$ cat src/rtl/fft_security_monitor.sv
// Per-channel security monitor: detects address, protocol and overflow violations,
// counts them, and locks a channel at a threshold. Optional irq register: FFT_SEC_IRQ_EN.
module fft_security_monitor #(
  parameter int NUM_CH      = 4,
  parameter int ADDR_WIDTH  = 12,
  parameter int ADDR_LIMIT  = 1024,
  parameter int CNT_WIDTH   = 8,
  parameter int LOCK_THRESH = 4
) (
  input  logic                           clk_i,
  input  logic                           reset_n_i,
  input  logic                           clear_i,
  input  logic [NUM_CH-1:0]              req_i,
  input  logic [NUM_CH-1:0]              ack_i,
  input  logic [NUM_CH*ADDR_WIDTH-1:0]   addr_i,
  input  logic [NUM_CH-1:0]              ovf_i,
  output logic [NUM_CH-1:0]              gnt_en_o,
  output logic [NUM_CH-1:0]              viol_o,
  output logic [NUM_CH*3-1:0]            cause_o,
  output logic [NUM_CH*CNT_WIDTH-1:0]    viol_cnt_o,
  output logic [NUM_CH-1:0]              lock_o,
  output logic                           irq_o
);

  typedef enum logic [1:0] {
    ST_MONITOR = 2'd0,
    ST_ALERT   = 2'd1,
    ST_LOCKED  = 2'd2
  } state_t;

  localparam logic [31:0]          ADDR_LIMIT_W = 32'(ADDR_LIMIT);
  localparam logic [CNT_WIDTH-1:0] CNT_MAX      = {CNT_WIDTH{1'b1}};
  localparam logic [CNT_WIDTH-1:0] CNT_ONE      = CNT_WIDTH'(1);
  localparam logic [CNT_WIDTH-1:0] THRESH       = CNT_WIDTH'(LOCK_THRESH);

  state_t                             state_q [NUM_CH];
  state_t                             state_d [NUM_CH];
  logic [NUM_CH-1:0][CNT_WIDTH-1:0]   cnt_q, cnt_d, cnt_inc;
  logic [NUM_CH-1:0][2:0]             cause_q, cause_d, hit;
  logic [NUM_CH-1:0][31:0]            addr_ext;
  logic [NUM_CH-1:0]                  viol_q, viol_d;
  logic [NUM_CH-1:0]                  lock_q, lock_d;
  logic [NUM_CH-1:0]                  gnt_q, gnt_d;
  logic [NUM_CH-1:0]                  req_hist_q, req_hist_d;
  logic [NUM_CH-1:0]                  ack_hist_q, ack_hist_d;

  // Violation detection; hit bit order matches cause_o: address, protocol, overflow.
  always_comb begin
    for (int c = 0; c < NUM_CH; c++) begin
      addr_ext[c] = 32'(addr_i[c*ADDR_WIDTH +: ADDR_WIDTH]);
      hit[c][0]   = req_i[c] && (addr_ext[c] >= ADDR_LIMIT_W);
      hit[c][1]   = req_hist_q[c] && !ack_hist_q[c] && !req_i[c];
      hit[c][2]   = ovf_i[c];
      cnt_inc[c]  = (cnt_q[c] == CNT_MAX) ? cnt_q[c] : (cnt_q[c] + CNT_ONE);
    end
  end

  // Per-channel counter, cause and FSM next state; clear discards same-cycle violations.
  always_comb begin
    for (int c = 0; c < NUM_CH; c++) begin
      state_d[c]    = state_q[c];
      cnt_d[c]      = cnt_q[c];
      cause_d[c]    = cause_q[c];
      viol_d[c]     = 1'b0;
      req_hist_d[c] = req_i[c];
      ack_hist_d[c] = ack_i[c];
      if (clear_i) begin
        state_d[c] = ST_MONITOR;
        cnt_d[c]   = {CNT_WIDTH{1'b0}};
        cause_d[c] = 3'b000;
      end else if (|hit[c]) begin
        viol_d[c]  = 1'b1;
        cnt_d[c]   = cnt_inc[c];
        cause_d[c] = cause_q[c] | hit[c];
        case (state_q[c])
          ST_MONITOR: state_d[c] = (cnt_inc[c] >= THRESH) ? ST_LOCKED : ST_ALERT;
          ST_ALERT:   state_d[c] = (cnt_inc[c] >= THRESH) ? ST_LOCKED : ST_ALERT;
          ST_LOCKED:  state_d[c] = ST_LOCKED;
          default:    state_d[c] = ST_LOCKED;
        endcase
      end else begin
        state_d[c] = state_q[c];
      end
      lock_d[c] = (state_d[c] == ST_LOCKED);
      gnt_d[c]  = !lock_d[c];
    end
  end

  // State registers for all channels.
  always_ff @(posedge clk_i or negedge reset_n_i) begin
    if (!reset_n_i) begin
      for (int c = 0; c < NUM_CH; c++) begin
        state_q[c] <= ST_MONITOR;
      end
      cnt_q      <= '0;
      cause_q    <= '0;
      viol_q     <= '0;
      lock_q     <= '0;
      gnt_q      <= '1;
      req_hist_q <= '0;
      ack_hist_q <= '0;
    end else begin
      for (int c = 0; c < NUM_CH; c++) begin
        state_q[c] <= state_d[c];
      end
      cnt_q      <= cnt_d;
      cause_q    <= cause_d;
      viol_q     <= viol_d;
      lock_q     <= lock_d;
      gnt_q      <= gnt_d;
      req_hist_q <= req_hist_d;
      ack_hist_q <= ack_hist_d;
    end
  end

  assign gnt_en_o   = gnt_q;
  assign viol_o     = viol_q;
  assign cause_o    = cause_q;
  assign viol_cnt_o = cnt_q;
  assign lock_o     = lock_q;

`ifdef FFT_SEC_IRQ_EN
  logic irq_q, irq_d;

  always_comb begin
    irq_d = (|viol_q) | (|lock_q);
  end

  // Interrupt lags the pulse/lock outputs by one cycle.
  always_ff @(posedge clk_i or negedge reset_n_i) begin
    if (!reset_n_i) begin
      irq_q <= 1'b0;
    end else begin
      irq_q <= irq_d;
    end
  end

  assign irq_o = irq_q;
`else
  assign irq_o = 1'b0;
`endif

endmodule

$ cat config.mk
export PLATFORM = sky130hd
export DESIGN_NAME = fft_security_monitor
export DESIGN_NICKNAME = d
export VERILOG_FILES = /design/src/rtl/fft_security_monitor.sv
export SDC_FILE = /design/constraint.sdc
export NUM_CORES = 1
export LEC_CHECK = 0
export ABC_AREA = 0
export BUFFER_PORTS_ARGS = -buffer_cell sky130_fd_sc_hd__buf_2
export CAP_MARGIN = 15
export CORE_AREA = 2 2 86 88
export CTS_CLUSTER_SIZE = 8
export DETAILED_ROUTE_END_ITERATION = 16
export DIE_AREA = 0 0 88 90
export PLACE_DENSITY = 0.78
export SLEW_MARGIN = 30
export SYNTH_ARGS = -nofsm -noshare
export SYNTH_HDL_FRONTEND = slang
export SYNTH_SLANG_ARGS = --single-unit
$ cat constraint.sdc
create_clock -name clk_i -period 2.1 [get_ports clk_i]
set_input_delay 0.63 -clock clk_i [delete_from_list [all_inputs] [get_ports clk_i]]
set_output_delay 0.63 -clock clk_i [all_outputs]
set_load 0.02 [all_outputs]
==> qor.csv <==
stage,metric,value,unit
setup_path,worst endpoint data arrival time,2.18,ns
clocking,Num Clock Sinks,72,
place,port bufs,78,
clocking,root buf cell,clkbuf_8,
setup_path,max incr delay on CP,0.41,ns
clocking,CTS tree,built,
setup_path,WP data required,2.38,ns
timing,fin crit share,0.909,
logic_synthesis,Syn Nets,409,
layout,Fillers,598,
routing,drt first pass iters,4,
logic_synthesis,cells taking the most area after synthesis,"dfrtp_1 50%, nor2_1 6.6%, nor3_1 4.1%",
logic_synthesis,post-synthesis cell type count,51,
logic_synthesis,synthesized area,3410,sq um
logic_synthesis,Synth Instances,342,
timing,Max Transition Viols Final,0,
place,hpwl dp,4.90,mm
routing,Final ANT Viol Nets,0,
clocking,worst-skew pair later-pin latency,0.34,ns
hold_path,worst min-delay path class,in2async,
clocking,clk buf depth,2,
setup_path,CP Class,reg2reg,
timing,FMAX,524,MHz
pwr,LEAKAGE,1.97,nW
layout,share of layout cells above drive strength 1,0.279,
clocking,Post-CTS Hold Fix Bufs,0,
timing,unrepaired setup endpoints after global routing,false,
logic_synthesis,Mapped Avg Cell Area,9.96,sq um
setup_path,crit path max-delay cell type,dfrtp_1,
setup_path,"Max FO, Critical Path",6,
floorplan,Initial Util,0.485,
logic_synthesis,top cell type's share of synthesized area,0.499,
routing,Initial DRC Count,88,
setup_path,"delay-heaviest family, CP",simple AND/OR/NAND/NOR gates,
logic_synthesis,Post-synth ARST share,1.00,
routing,vias per std cell,5.39,
clocking,post-CTS setup buffer count,0,
floorplan,Chip Width,88,um
routing,Residual DRC,0,
routing,drt total wl,7.07,mm
logic_synthesis,synth warn,0,
timing,Slew headroom,0.617,
grt,pin count of the biggest net entering global routing,29,
grt,vias in the first global route,2724,
pwr,Power Dens Cells,757,nW/um^2
logic_synthesis,Yosys reg bits,72,
layout,"most common cell after layout, fill and taps aside",buf_2,
setup_path,cells along the critical path,"ha_1, nand2_1, nor2_1, mux2_2, nor4_2, o21a_1",
timing,clk_skew,0.00547,ns
routing,routed via count,2874,
timing,final setup violation count,0,
setup_path,CP startpoint kind,register,
floorplan,Die ar.,7920,sq um
logic_synthesis,post-synthesis sequential area ratio,0.530,
timing,Tmin final,1.91,ns
layout,nets,496,
outcome,status,"finished, final reports clean",
logic_synthesis,Post-synth EDFFs,0,
clocking,clock buffer count from CTS,9,
clocking,clock-pin slew on the worst setup and hold paths,0.08,ns
timing,Hold WS,0.236,ns
floorplan,Site Rows,31,
layout,area delta synth->final,23.4,%
floorplan,Die H,90,um
place,GP Congestion,0.847,
floorplan,io pins,120,
layout,n_diodes,0,
clocking,H-Tree Depth,3,
layout,most frequent cells in the layout,"78 x buf_2, 68 x dfrtp_1, 60 x nor2_1",
grt,first-pass GRT wire length,11.9,mm
timing,Setup TNS,0,ns
grt,initial antenna violation count,0,
grt,GRT Util Overall,0.188,
timing,final hold violations,0,
setup_path,worst path bufs/invs,0,
grt,total gr overflow,0,
job,MaxCap Viol Count,0,
setup_path,Crit. End Element,register,
clocking,post-cts sizing count,0,
floorplan,core footprint,7020,sq um
logic_synthesis,post-synth top area cell,dfrtp_1,
pwr,VDD IR-drop max,0.369,mV
timing,worst slew pin tran,0.571,ns
logic_synthesis,Post-synth top flop,dfrtp_1,
routing,drt wl/cell,13.3,um
==> metrics by stage <==
step                instance area, sq um  worst slack (ns)  total power [mW]  utilization  std cells
global placement                    3990            0.0855              2.01        0.568        517
detailed placement                  3990            0.0279              2.02        0.568        517
floorplan                           3410             0.154              1.84            -        342
finish                              4200             0.191              3.18        0.599        533
global route                        4200            0.0520              3.34        0.599        533
CTS                                 4200             0.184              3.23        0.599        533
==> flip-flops by register name, summed over array words and instances, names as in the netlist <==
register and cells:
lock_o 4, gnt_en_o 4, viol_o 4, cause_o 12, viol_cnt_o 32, ack_hist_q 4, state_q 8, req_hist_q 4
==> final timing paths <==
check | start | end | slack, ns | cells past startpoint
worst max-delay path | viol_cnt_o[16] | state_q[2] | 0.19 | 6
worst min-delay path | reset_n_i | cause_o[3] | 0.24 | 1
worst max register to register | viol_cnt_o[16] | state_q[2] | 0.19 | 6
worst min register to register | cause_o[4] | cause_o[4] | 0.49 | 2
max in group asynchronous | reset_n_i | gnt_en_o[2] | 1.27 | 2
min in group clk_i | ack_i[2] | ack_hist_q[2] | 0.40 | 1
==> cell usage after synthesis (4+ instances only) <==
library cell	instances
dfrtp_1	68
nor2_1	60
nor3_1	28
nand2_1	18
a21oi_1	15
nand3_1	9
o21a_1	9
a31oi_1	8
o21ai_0	8
xnor2_1	8
nor3b_1	7
or3_1	7
a211oi_1	6
buf_2	6
clkbuf_1	6
mux2i_1	6
a311oi_1	5
and3_1	5
nor4_1	5
dfstp_2	4
ha_1	4
inv_1	4
nand2b_1	4
o31ai_1	4
==> per-layer routing <==
layer	routed length (um)	vias up	share of wire	track usage
met1	3350	1389	0.47	0.246
met4	26	0	0.0037	0.0500
met3	363	2	0.051	0.0579
met2	3340	79	0.47	0.301
met5	0	-	0	0
li1	-	1404	-	-
==> kinds of logic after synthesis <==
group / count (synthesis) / synth area share
simple gates: 162 / 0.242
flops: 72 / 0.530
compound gates: 66 / 0.138
buf+inv: 19 / 0.0242
xor+xnor: 11 / 0.0283
mux: 7 / 0.0209
fa+ha+maj: 4 / 0.0147
other cells: 1 / 0.00110
==> power breakdown <==
group	total, mW	leakage, nW	internal (mW)	switching, mW
Combinational	0.453	0.925	0.177	0.276
Clock	1.19	0.108	0.702	0.491
Sequential	1.54	0.937	1.48	0.0589
==> worst register-to-register path, delay by kind of cell (launching register included) <==
family                     cells  cell delay [ns]
muxes                          1             0.35
AOI/OAI and AO/OA              1             0.18
DFF                            1             0.41
and+or+nand+nor                3             0.71
adders and majority gates      1             0.19
==> area by class of cell <==
class,instances,area (sq um),area share
timing repair buffer,91,526,0.125
inverter,4,15.0,0.00357
clock buffer,13,149,0.0354
multi-input combinational,251,1520,0.361
sequential,72,1810,0.430
clock inverter,3,65.1,0.0155
tap,99,124,0.0295
Power figures use the tool's default switching activity.
